### src/rtl/writeback_stage.sv
// writeback_stage
//   Final pipeline stage. Takes the stage-three control bundle, selects the
//   write-back data and applies it to architectural state: the 8-entry
//   register file, the stack pointer register (SPR), the PC redirect request
//   and the retired-instruction counter. After a PC load it discards the two
//   younger bundles that are already in flight.
//
// Ports
//   CLK, RST            clock, synchronous active-high reset
//   valid_IN            bundle on *_IN is a real instruction
//   writeAd_IN, write_IN             register file write address / enable
//   PC_load_IN                       instruction redirects the PC
//   SPR_w_IN, SPR_i_IN, SPR_d_IN     SPR load / increment / decrement
//   ADR_MUX_IN                       0 = result_IN, 1 = mem_data_IN
//   result_IN, mem_data_IN           write-back data sources
//   readA_ad, readB_ad               asynchronous read addresses
//   readA_OUT, readB_OUT             read data, bypassed from the committing write
//   SP_OUT                           registered SPR value
//   PC_load_OUT, PC_target_OUT       one-cycle redirect pulse and its target
//   squash_OUT                       high while flushed bundles are discarded
//   retire_cnt_OUT                   committed instruction count (wraps)
module writeback_stage #(
  parameter int                 DATA_W   = 16,
  parameter logic [DATA_W-1:0]  SP_RESET = 16'hFFFF
) (
  input  logic              CLK,
  input  logic              RST,
  input  logic              valid_IN,
  input  logic [2:0]        writeAd_IN,
  input  logic              write_IN,
  input  logic              PC_load_IN,
  input  logic              SPR_w_IN,
  input  logic              SPR_i_IN,
  input  logic              SPR_d_IN,
  input  logic              ADR_MUX_IN,
  input  logic [DATA_W-1:0] result_IN,
  input  logic [DATA_W-1:0] mem_data_IN,
  input  logic [2:0]        readA_ad,
  input  logic [2:0]        readB_ad,
  output logic [DATA_W-1:0] readA_OUT,
  output logic [DATA_W-1:0] readB_OUT,
  output logic [DATA_W-1:0] SP_OUT,
  output logic              PC_load_OUT,
  output logic [DATA_W-1:0] PC_target_OUT,
  output logic              squash_OUT,
  output logic [15:0]       retire_cnt_OUT
);

  typedef enum logic [1:0] {
    RUN    = 2'd0,
    FLUSH1 = 2'd1,
    FLUSH2 = 2'd2
  } state_t;

  state_t state_q, state_d;

  logic [DATA_W-1:0] rf_p1 [8];
  logic [DATA_W-1:0] sp_p1;
  logic              pc_load_p1;
  logic [DATA_W-1:0] pc_target_p1;
  logic [15:0]       retire_cnt_p1;

  logic [DATA_W-1:0] wb_data_p0;
  logic              commit_p0;
  logic              rf_we_p0;

  // SPR update rule; wraps modulo 2^DATA_W, and simultaneous inc+dec cancel.
  function automatic logic [DATA_W-1:0] sp_next(
    input logic [DATA_W-1:0] sp,
    input logic              w,
    input logic              inc,
    input logic              dec,
    input logic [DATA_W-1:0] wd
  );
    if (w)
      return wd;
    else if (inc && !dec)
      return sp + DATA_W'(1);
    else if (dec && !inc)
      return sp - DATA_W'(1);
    else
      return sp;
  endfunction

  // ---- stage p0: bundle decode, commit qualification, read bypass ----
  assign wb_data_p0 = ADR_MUX_IN ? mem_data_IN : result_IN;
  assign commit_p0  = valid_IN && (state_q == RUN);
  assign rf_we_p0   = commit_p0 && write_IN;

  assign readA_OUT = (rf_we_p0 && (readA_ad == writeAd_IN)) ? wb_data_p0 : rf_p1[readA_ad];
  assign readB_OUT = (rf_we_p0 && (readB_ad == writeAd_IN)) ? wb_data_p0 : rf_p1[readB_ad];

  // Flush sequencing: a committed redirect spends two cycles discarding
  // the bundles fetched down the wrong path.
  always_comb begin
    state_d    = state_q;
    squash_OUT = 1'b0;
    case (state_q)
      RUN:     if (commit_p0 && PC_load_IN) state_d = FLUSH1;
      FLUSH1: begin
        squash_OUT = 1'b1;
        state_d    = FLUSH2;
      end
      FLUSH2: begin
        squash_OUT = 1'b1;
        state_d    = RUN;
      end
      default: state_d = RUN;
    endcase
  end

  // ---- stage p1: architectural state ----
  always_ff @(posedge CLK) begin
    if (RST) begin
      state_q       <= RUN;
      sp_p1         <= SP_RESET;
      pc_load_p1    <= 1'b0;
      pc_target_p1  <= '0;
      retire_cnt_p1 <= '0;
      for (int i = 0; i < 8; i++) rf_p1[i] <= '0;
    end else begin
      state_q    <= state_d;
      pc_load_p1 <= 1'b0;
      if (commit_p0) begin
        if (write_IN) rf_p1[writeAd_IN] <= wb_data_p0;
        sp_p1         <= sp_next(sp_p1, SPR_w_IN, SPR_i_IN, SPR_d_IN, wb_data_p0);
        retire_cnt_p1 <= retire_cnt_p1 + 16'd1;
        if (PC_load_IN) begin
          pc_load_p1   <= 1'b1;
          pc_target_p1 <= wb_data_p0;
        end
      end
    end
  end

  assign SP_OUT         = sp_p1;
  assign PC_load_OUT    = pc_load_p1;
  assign PC_target_OUT  = pc_target_p1;
  assign retire_cnt_OUT = retire_cnt_p1;

endmodule

### config.mk
export PLATFORM = sky130hd
export DESIGN_NAME = writeback_stage
export DESIGN_NICKNAME = d
export VERILOG_FILES = /design/src/rtl/writeback_stage.sv
export SDC_FILE = /design/constraint.sdc
export NUM_CORES = 1
export LEC_CHECK = 0
export ABC_AREA = 1
export BUFFER_PORTS_ARGS = -buffer_cell sky130_fd_sc_hd__buf_2
export CORE_MARGIN = 2
export CORE_UTILIZATION = 63
export DETAILED_ROUTE_END_ITERATION = 8
export PLACE_DENSITY = 0.86
export SETUP_SLACK_MARGIN = 0.5
export SLEW_MARGIN = 20
export SYNTH_ARGS = -nofsm -noshare
export SYNTH_HDL_FRONTEND = slang
export SYNTH_SLANG_ARGS = --single-unit
### constraint.sdc
create_clock -name CLK -period 3.5 [get_ports CLK]
set_input_delay 0.175 -clock CLK [delete_from_list [all_inputs] [get_ports CLK]]
set_output_delay 0.175 -clock CLK [all_outputs]
set_load 0.01 [all_outputs]
==> reports/metrics.csv, run 1 <==
stage;metric;value;unit
floorplan;rows;46;
hold_path;whs_path_depth;3;
critical_path;crit_required;3.32;ns
floorplan;dieArea;0.0175;mm²
layout;n_fill_cell;1266;
floorplan;die_x;132;µm
timing;period_share;78.3;%
synth;yosysTopAreaCellShare;37.1;%
place;placed_cell_area;0.0110;mm²
grt;grt_pass1_vias;9248;
synth;synth.avg_cell_area;7.72;µm²
timing;hold_violations;0;
critical_path;r2r_end;rf_p1[6][10];
synth;yosysUniqueCellTypes;41;
clock_network;cts_setup_buffers;0;
timing;relSlewSlack;25.2;%
clock_network;clock-sinks;179;
route;viasPerCell;6.10;
grt;grt.overflow.total;0;
clock_network;cts_tree;yes;
floorplan;die_y;132;µm
timing;skew;0.0111;ns
critical_path;cpPeakStageDelay;0.30;ns
timing;finalSetupViolCount;0;
synth;synth_cells;1342;
timing;tightest_slew;1.12;ns
route;drt_iter0_markers;1417;
place;port_buffers;131;
route;first_pass_iters;6;
grt;grt_first_pass_wirelength;50.7;mm
layout;multi_input_area;0.00461;mm²
power;ir_drop;0.409;mV
clock_network;cts_root_buffer;clkbuf_16;
grt;grt_max_degree;53;
power;powerDensity;515;mW/mm²
synth;synth-seq-cells;179;
synth;synthesis.nets;1413;
layout;nNetsFinal;1498;
critical_path;startpoint_type;register;
route;highest_layer;met4;
hold_path;hp-start;PC_load_IN;
route;drc_errors;0;
route;num_vias;10100;
layout;diodes;0;
synth;syn_area;0.0104;mm²
job;maxCapViolCount;0;
floorplan;core_area;0.0160;mm²
layout;finish.instance_area;0.0117;mm²
route;routed_wl;33.3;mm
timing;finalMaxSlewViolations;0;
route;route.met2.wl;14.8;mm
hold_path;hold_end;PC_load_OUT;
critical_path;critical_path.reg2reg.startpoint;state_q[1];
critical_path;path_delay_family;buffers and inverters;
critical_path;reg2reg_slack;0.99;ns
critical_path;cp_num_buf_inv;4;
power;leakage;5.14;nW
timing;fmax;365;MHz
floorplan;io_pins;132;
timing;setup_tns;0;ns
timing;layout_min_cycle_time;2.74;ns
synth;seq_area_frac_synth;47.0;%
timing;rsz0062_at_grt;no;
critical_path;crit_chain;inv_1 > ha_1 > nand2_2 > inv_4 > nand2_1 > a21oi_2 > nand2_4 > inv_2 > nand2_1 > o21ai_1 > buf_2;
grt;track_usage;38.0;%
floorplan;initial_utilization;64.7;%
timing;whs;0.160;ns
route;routedWlPerCell;20.1;µm
synth;ys_warn_count;0;
clock_network;clk_latency;0.44;ns
clock_network;cts_max_path_buffers;2;
route;ant_nets;0;
clock_network;cts_buffers;17;
power;combPwrFrac;24.4;%
critical_path;cp.arrival;2.57;ns
layout;seqCellArea;0.00486;mm²
layout;syn_to_final_growth;12.8;%
power;power.share.clock;33.2;%
critical_path;cp-end-kind;primary output;
run_status;status;complete, no violations;
critical_path;path_class;reg2out;
power;p_switching;2.03;mW
place;dp_hpwl;23.0;mm
power;power.share.switching;33.8;%
clock_network;htreeDepth;4;
power;p_seq_share;42.4;%
hold_path;hold_path.class;in2reg;
synth;synth_largest_area_cell;edfxtp_1;
critical_path;rr_worst_depth;8;
route;wl_met1;12.0;mm
place;routabilityCongestion;1.00;
critical_path;crit_path_frequent_cell;nand2_1;
grt;antenna_found_initial;0;
critical_path;cp_max_fo;27;
clock_network;path_clk_slew;0.08;ns
power;p_int;3.98;mW
critical_path;cpMaxStageDelayCell;dfxtp_1;
route;wl_met3;4.75;mm
synth;ys_top_cells_by_area;edfxtp_1 37%, dfxtp_1 9.9%, o21ai_0 9.8%;
layout;final_layout_size_suffix_gt1_share;15.4;%
placed cells by master (no fill, tap or decap), drive strengths merged:
cell,netlist,layout
dfxtp,51,51
buf,49,157
inv,122,129
and2,1,1
nand3b,3,3
nor3,9,9
nand3,41,41
xnor2,3,3
o221ai,3,3
and3,2,2
o211ai,10,10
mux2i,2,2
nor2,269,269
clkbuf,42,18
clkinvlp,0,1
a21oi,95,95
o21a,5,5
nand2,202,202
xor2,6,6
bufinv,0,1
fa,1,1
a31oi,6,6
or2,2,2
clkinv,0,5
edfxtp,128,128
ha,20,20
nand4,5,5
o21ai,223,223
o22ai,42,42
worst min-delay path, cell delays in order:
cell     delay, ns
buf_2         0.08
nand2_2       0.16
nor2_1        0.14
power by group through the flow:
stage	clock network [mW]	registers, mW	logic, mW
after floorplan	0	2.58	0.932
after global placement	0	2.58	1.38
after detailed placement	0	2.58	1.42
after CTS	1.99	2.54	1.43
after global routing	2.07	2.56	1.62
final	2.00	2.55	1.47
flip-flops by register name, summed over array words and instances, names as in the netlist:
register	count
rf_p1	128
PC_load_OUT	1
SP_OUT	16
retire_cnt_OUT	16
state_q	2
PC_target_OUT	16
how the worst max path moves through the flow:
stage / start / endpoint / slack, ns / depth (start not counted)
2_1_floorplan: state_q[0] / rf_p1[0][0] / 1.45 / 9
3_3_place_gp: state_q[1] / rf_p1[7][0] / 1.17 / 8
3_5_place_dp: state_q[0] / rf_p1[6][2] / 1.03 / 8
4_1_cts: state_q[0] / readA_OUT[8] / 0.60 / 11
5_1_grt: state_q[0] / readA_OUT[8] / 0.64 / 11
6_report: state_q[1] / readA_OUT[8] / 0.76 / 11
metrics by stage:
stage,setup WS [ns],cells,power [mW],utilization [%]
3_3_place_gp,1.17,1624,3.96,69.1
3_5_place_dp,1.03,1624,4.01,69.1
5_1_grt,0.638,1656,6.25,73.0
4_1_cts,0.604,1656,5.96,73.0
6_report,0.759,1656,6.01,73.0
2_1_floorplan,1.45,1342,3.51,-
cell type report:
cell class	instances	area share [%]
Sequential cell	179	41.6
Multi-Input combinational cell	950	39.4
Timing Repair Buffer	157	7.28
Inverter	122	3.94
Clock buffer	18	3.85
Tap cell	216	2.31
Clock inverter	14	1.54
cell families (layout without fill, tap and decap cells):
| group | after synthesis | in the layout | share of synthesized area (%) |
|---|---|---|---|
| adder cells (fa/ha/maj) | 21 | 21 | 2.61 |
| XOR/XNOR | 9 | 9 | 0.761 |
| multiplexers | 2 | 2 | 0.193 |
| AO/OA/AOI/OAI | 384 | 384 | 19.7 |
| buffers and inverters | 213 | 311 | 8.64 |
| flip-flops | 179 | 179 | 47.0 |
| AND/OR/NAND/NOR | 534 | 534 | 21.1 |
cells in the mapped netlist (all sizes together):
cell    count
a21oi      95
a31oi       6
and2        1
and3        2
buf        49
clkbuf     42
dfxtp      51
edfxtp    128
fa          1
ha         20
inv       122
mux2i       2
nand2     202
nand3      41
nand3b      3
nand4       5
nor2      269
nor3        9
o211ai     10
o21a        5
o21ai     223
o221ai      3
o22ai      42
or2         2
xnor2       3
xor2        6
per-layer routing:
metal	global-route usage [%]	vias to the layer above
met1	49.7	4589
met2	59.0	714
met5	0	-
li1	-	4681
met4	18.8	0
met3	9.84	113
repair_timing:
item	4_1_cts	5_1_grt
endpoints found under the setup margin	0	3
hold buffers	0	0
resized for setup	0	2
No activity file was read; power rests on OpenSTA's default activity.
==> run 2: changes to the inputs <==
--- a/config.mk
+++ b/config.mk
@@ -8,9 +8,9 @@
 export ABC_AREA = 1
 export BUFFER_PORTS_ARGS = -buffer_cell sky130_fd_sc_hd__buf_2
 export CORE_MARGIN = 2
-export CORE_UTILIZATION = 63
+export CORE_UTILIZATION = 53
 export DETAILED_ROUTE_END_ITERATION = 8
-export PLACE_DENSITY = 0.86
+export PLACE_DENSITY = 0.77
 export SETUP_SLACK_MARGIN = 0.5
 export SLEW_MARGIN = 20
 export SYNTH_ARGS = -nofsm -noshare
==> constraint.sdc (replaced) <==
create_clock -name CLK -period 2.2 [get_ports CLK]
set_input_delay 0.11 -clock CLK [delete_from_list [all_inputs] [get_ports CLK]]
set_output_delay 0.11 -clock CLK [all_outputs]
set_load 0.01 [all_outputs]
==> reports/metrics.csv, run 2 (same netlist as run 1, synthesis figures left out) <==
stage;metric;value;unit;change
power;ir_drop;0.652;mV;+60%
grt;grt_max_degree;86;;+62%
layout;final_cell_mix;193 x o21ai_0, 179 x nor2_1, 178 x nand2_1;;
floorplan;die_y;144;µm;+8.8%
critical_path;path_class;reg2out;;
grt;grt_pass1_vias;10200;;+11%
route;num_vias;11200;;+11%
layout;final_cells;1777;;+7.3%
layout;syn_to_final_growth;34.3;%;
route;routed_wl;40.1;mm;+21%
route;drt_iter0_markers;1704;;+20%
grt;grt.overflow.total;0;;unchanged
clock_network;cts_buffers;17;;unchanged
clock_network;clock-sinks;179;;unchanged
place;routabilityCongestion;0.924;;-7.7%
timing;fmax;444;MHz;
clock_network;cts_tree;yes;;
floorplan;io_pins;132;;unchanged
floorplan;initial_utilization;53.6;%;-11 points
hold_path;hold_path.class;in2reg;;
floorplan;core_area;0.0193;mm²;+21%
hold_path;hold_end;SP_OUT[7];;
clock_network;path_clk_slew;0.07;ns;about the same
timing;hold_violations;0;;unchanged
hold_path;hp-start;RST;;
critical_path;cp.arrival;2.14;ns;-0.43 ns
grt;antenna_found_initial;0;;unchanged
job;maxCapViolCount;0;;unchanged
place;port_buffers;131;;unchanged
power;leakage;5.73;nW;+11%
timing;whs;0.0555;ns;-0.104 ns
layout;diodes;0;;unchanged
layout;final_layout_size_suffix_gt1_share;27.0;%;+12 points
clock_network;htreeDepth;4;;unchanged
timing;tightest_slew;1.13;ns;+0.00827 ns
grt;met3_usage;13.0;%;+3.1 points
grt;busiest_layer;met2;;
route;viasPerCell;6.31;;+3.4%
clock_network;cts_root_buffer;clkbuf_16;;
clock_network;clk_latency;0.45;ns;about the same
critical_path;crit_required;2.09;ns;-1.23 ns
timing;setup_ws;-0.0529;ns;-0.812 ns
hold_path;whs_path_depth;3;;unchanged
critical_path;critical_path.reg2reg.startpoint;state_q[0];;
timing;layout_min_cycle_time;2.25;ns;
layout;largest_register;rf_p1;;
layout;nNetsFinal;1570;;+4.8%
timing;finalMaxSlewViolations;0;;unchanged
route;routedWlPerCell;22.6;µm;+12%
power;powerDensity;732;mW/mm²;+42%
clock_network;cts_max_path_buffers;2;;unchanged
timing;relSlewSlack;24.2;%;-1.0 points
critical_path;rr_worst_depth;13;;+5
run_status;failed_checks;negative setup slack;;
grt;met1_usage;46.3;%;-3.4 points
timing;finalSetupViolCount;3;;+3
grt;met2_usage;57.9;%;-1.1 points
timing;skew;0.00994;ns;-0.00113 ns
route;ant_nets;0;;unchanged
floorplan;dieArea;0.0207;mm²;+18%
place;place_inst;1706;;+5.0%
critical_path;cp_max_fo;4;;-85%
place;dp_hpwl;22.4;mm;-2.3%
place;place_ws;0.232;ns;-0.799 ns
floorplan;die_x;144;µm;+8.8%
layout;final_common_cell;o21ai_0;;
timing;period_share;102;%;
critical_path;cp-end-kind;primary output;;
floorplan;rows;51;;+11%
critical_path;reg2reg_slack;0.09;ns;-0.90 ns
run_status;status;finished with violations;;
route;first_pass_iters;8;;+2
timing;rsz0062_at_grt;yes;;
layout;largest_reg_flops;128;;unchanged
critical_path;startpoint_type;register;;
grt;track_usage;37.3;%;-0.69 points
grt;grt_first_pass_wirelength;57.1;mm;+13%
critical_path;r2r_end;rf_p1[5][6];;
route;drc_errors;0;;unchanged
==> run 2: metrics by stage <==
step                utilization, %  setup TNS, ns  total power [mW]  cell area, µm²
floorplan                        -              0              5.64           10500
global placement              59.9              0              6.42           11600
detailed placement            59.9              0              6.47           11600
CTS                           68.0              0              9.82           13100
global route                  71.9         -0.740              10.6           13900
finish                        71.9        -0.0608              10.2           13900
==> run 2: layout make-up <==
cell class	instances	area (µm²)
clock buffer	17	425
clock inverter	15	164
fill	1377	5430
inverter	122	470
multi-input combinational	959	5850
sequential	179	4870
tap	265	332
timing repair buffer	220	1800
==> run 2: timing repair <==
item,CTS,global route
resized for setup,124,169
hold buffers,0,0
buffers inserted,15,7
pin swaps,23,26
endpoints found under the setup margin,293,324
cloned,14,3
==> run 2: routing by layer <==
metal,part of all wire [%],vias up
met2,44,966
li1,-,4860
met3,15,264
met1,34,5116
met5,0,-
met4,6.8,0
==> run 2: worst max path at each step <==
stage	depth (start not counted)	endpoint	slack (ns)	from
2_1_floorplan	9	rf_p1[0][0]	0.49	state_q[0]
3_3_place_gp	11	readA_OUT[15]	0.29	state_q[1]
3_5_place_dp	11	readA_OUT[15]	0.23	state_q[1]
4_1_cts	12	readB_OUT[14]	0.04	state_q[0]
5_1_grt	5	readB_OUT[2]	-0.09	rf_p1[5][2]
6_report	11	readB_OUT[2]	-0.05	state_q[0]
==> run 2: critical path, cell delays in order, from the launching register on <==
cell,delay [ns]
dfxtp_2,0.33
inv_2,0.07
ha_4,0.17
nand2_8,0.06
inv_8,0.06
nand2_8,0.06
nor3_4,0.18
nand2_4,0.14
inv_4,0.12
nand2_1,0.06
o21ai_0,0.20
buf_2,0.24
==> run 2: where the power goes <==
group          leakage (nW)  switching [mW]  internal (mW)
clock                 0.281            1.52           1.62
combinational          3.71            1.90           1.11
sequential             1.74           0.181           3.86
total                  5.73            3.60           6.58
==> run 3: changes to the inputs <==
--- a/config.mk
+++ b/config.mk
@@ -8,9 +8,9 @@
 export ABC_AREA = 1
 export BUFFER_PORTS_ARGS = -buffer_cell sky130_fd_sc_hd__buf_2
 export CORE_MARGIN = 2
-export CORE_UTILIZATION = 53
+export CORE_UTILIZATION = 63
 export DETAILED_ROUTE_END_ITERATION = 8
-export PLACE_DENSITY = 0.77
+export PLACE_DENSITY = 0.86
 export SETUP_SLACK_MARGIN = 0.5
 export SLEW_MARGIN = 20
 export SYNTH_ARGS = -nofsm -noshare
==> constraint.sdc (replaced) <==
create_clock -name CLK -period 2.6 [get_ports CLK]
set_input_delay 0.13 -clock CLK [delete_from_list [all_inputs] [get_ports CLK]]
set_output_delay 0.13 -clock CLK [all_outputs]
set_load 0.01 [all_outputs]
==> reports/metrics.csv, run 3 (same netlist as run 1, synthesis figures left out) <==
stage;metric;value;unit;change
timing;period_share;86.9;%;
layout;diodes;0;;unchanged
clock_network;clk_latency;0.44;ns;about the same
layout;final_cell_mix;259 x nor2_1, 189 x o21ai_0, 187 x nand2_1;;
grt;track_usage;38.8;%;+1.5 points
floorplan;rows;46;;-9.8%
floorplan;die_y;132;µm;-8.0%
critical_path;cp-end-kind;primary output;;
place;place_ws;0.422;ns;+0.191 ns
grt;grt.overflow.total;0;;unchanged
layout;finish.instance_area;0.0124;mm²;-11%
critical_path;reg2reg_slack;0.42;ns;+0.33 ns
route;routed_wl;35.5;mm;-12%
floorplan;dieArea;0.0175;mm²;-15%
critical_path;rr_worst_depth;11;;-2
clock_network;htreeDepth;4;;unchanged
route;routedWlPerCell;20.9;µm;-7.5%
critical_path;cpPeakStageDelay;0.34;ns;about the same
clock_network;clock-sinks;179;;unchanged
clock_network;cts_max_path_buffers;2;;unchanged
layout;largest_reg_flops;128;;unchanged
layout;final_common_cell;nor2_1;;
route;ant_nets;0;;unchanged
layout;n_fill_cell;1127;;-18%
power;power.share.switching;34.0;%;-1.4 points
layout;final_cells;1698;;-4.4%
timing;relSlewSlack;22.0;%;-2.1 points
hold_path;hold_end;SP_OUT[8];;
critical_path;critical_path.reg2reg.startpoint;state_q[0];;
clock_network;cts_buffers;17;;unchanged
critical_path;cp_max_fo;12;;+8
power;powerDensity;661;mW/mm²;-9.8%
timing;rsz0062_at_grt;yes;;
timing;finalMaxSlewViolations;0;;unchanged
floorplan;core_area;0.0160;mm²;-17%
critical_path;cpMaxStageDelayCell;dfxtp_2;;
run_status;status;complete, no violations;;
critical_path;path_class;reg2out;;
critical_path;cp.arrival;2.13;ns;about the same
grt;grt_pass1_vias;9998;;-2.2%
grt;antenna_found_initial;0;;unchanged
place;port_buffers;131;;unchanged
route;drc_errors;0;;unchanged
timing;skew;0.00960;ns;-0.000334 ns
critical_path;startpoint_type;register;;
layout;syn_to_final_growth;20.1;%;
layout;largest_register;rf_p1;;
power;p_seq_share;41.6;%;+1.9 points
floorplan;die_x;132;µm;-8.0%
critical_path;r2r_end;rf_p1[7][10];;
floorplan;io_pins;132;;unchanged
floorplan;initial_utilization;64.7;%;+11 points
timing;hold_violations;0;;unchanged
timing;fmax;443;MHz;
grt;grt_first_pass_wirelength;52.3;mm;-8.4%
clock_network;cts_root_buffer;clkbuf_16;;
place;routabilityCongestion;0.971;;+5.2%
timing;layout_min_cycle_time;2.26;ns;
timing;setup_ws;0.341;ns;+0.394 ns
place;placed_cell_area;0.0113;mm²;-2.4%
grt;grt_max_degree;38;;-56%
place;place_inst;1653;;-3.1%
timing;tightest_slew;1.16;ns;+0.0271 ns
clock_network;path_clk_slew;0.07;ns;about the same
hold_path;hp-start;RST;;
power;ir_drop;0.476;mV;-27%
layout;nNetsFinal;1540;;-1.9%
power;leakage;5.42;nW;-5.4%
power;p_switching;2.79;mW;-22%
route;first_pass_iters;7;;-1
hold_path;hold_path.class;in2reg;;
power;power.share.clock;30.5;%;-0.3 points
route;drt_iter0_markers;1661;;-2.5%
place;dp_hpwl;22.4;mm;about the same
critical_path;crit_required;2.47;ns;+0.38 ns
route;num_vias;10900;;-2.8%
job;maxCapViolCount;0;;unchanged
hold_path;whs_path_depth;3;;unchanged
layout;final_layout_size_suffix_gt1_share;20.8;%;-6.2 points
timing;setup_tns;0;ns;+0.0608 ns
timing;finalSetupViolCount;0;;-3
route;viasPerCell;6.42;;+1.7%
power;combPwrFrac;27.9;%;-1.6 points
power;power;8.22;mW;-19%
critical_path;crit_chain;inv_2 > ha_4 > nand2_8 > inv_8 > nand2_8 > nor3_4 > nand2_4 > inv_8 > nand2_1 > o21ai_0 > buf_2;;
clock_network;cts_tree;yes;;
power;p_int;5.43;mW;-18%
-- run 3: cell count changes in the layout (fill, tap and decap cells not counted), sizes merged --
cell      change
clkinvlp      -2
inv           -5
nand2         -6
buf          -22
clkinv        +5
-- run 3: final cells by class --
cell class | count | area [µm²] | area share [%]
inverter | 122 | 475 | 3.82
clock buffer | 19 | 433 | 3.48
sequential | 179 | 4870 | 39.1
multi-input combinational | 953 | 5010 | 40.3
tap | 216 | 270 | 2.17
timing repair buffer | 196 | 1250 | 10.1
clock inverter | 13 | 129 | 1.04
-- run 3: how the worst max path moves through the flow --
| stage | slack, ns | cells past startpoint | from | endpoint |
|---|---|---|---|---|
| final | 0.34 | 11 | state_q[0] | readB_OUT[2] |
| after global routing | 0.31 | 11 | state_q[0] | readB_OUT[2] |
| after CTS | 0.40 | 10 | state_q[0] | readB_OUT[15] |
| after detailed placement | 0.42 | 10 | state_q[0] | readA_OUT[10] |
| after global placement | 0.49 | 10 | state_q[0] | readA_OUT[10] |
| after floorplan | 0.55 | 9 | state_q[0] | rf_p1[0][0] |
-- run 3: routing by layer --
layer | track usage, % | vias to the layer above | share of wire (%)
met5 | 0 | - | 0
met4 | 22.1 | 0 | 5.9
met3 | 9.69 | 200 | 15
met2 | 61.1 | 1001 | 45
met1 | 48.9 | 4907 | 34
li1 | - | 4786 | -
-- run 3: repair_timing --
action,in CTS,in global routing
buffers inserted,5,2
setup endpoints to repair,32,44
resized for setup,36,65
cloned,3,3
hold buffers,0,0
pin swaps,7,8
-- run 3: critical path: cells and delay by family (launching register included) --
| family | cells | cell delay, ns |
|---|---|---|
| buf+inv | 4 | 0.51 |
| fa+ha+maj | 1 | 0.16 |
| simple gates | 5 | 0.50 |
| compound gates | 1 | 0.17 |
| flops | 1 | 0.34 |
-- run 3: metrics by stage --
stage | utilization, % | hold WS (ns)
2_1_floorplan | - | 0.351
3_3_place_gp | 70.6 | 0.452
3_5_place_dp | 70.6 | 0.458
4_1_cts | 75.5 | 0.0871
5_1_grt | 77.8 | 0.122
6_report | 77.8 | 0.104
-- run 3: power groups by stage --
stage | combinational, mW | sequential [mW] | clock, mW
after floorplan | 1.25 | 3.48 | 0
after global placement | 1.89 | 3.45 | 0
after detailed placement | 1.95 | 3.46 | 0
after CTS | 2.10 | 3.40 | 2.49
after global routing | 2.49 | 3.43 | 2.61
final | 2.29 | 3.42 | 2.51
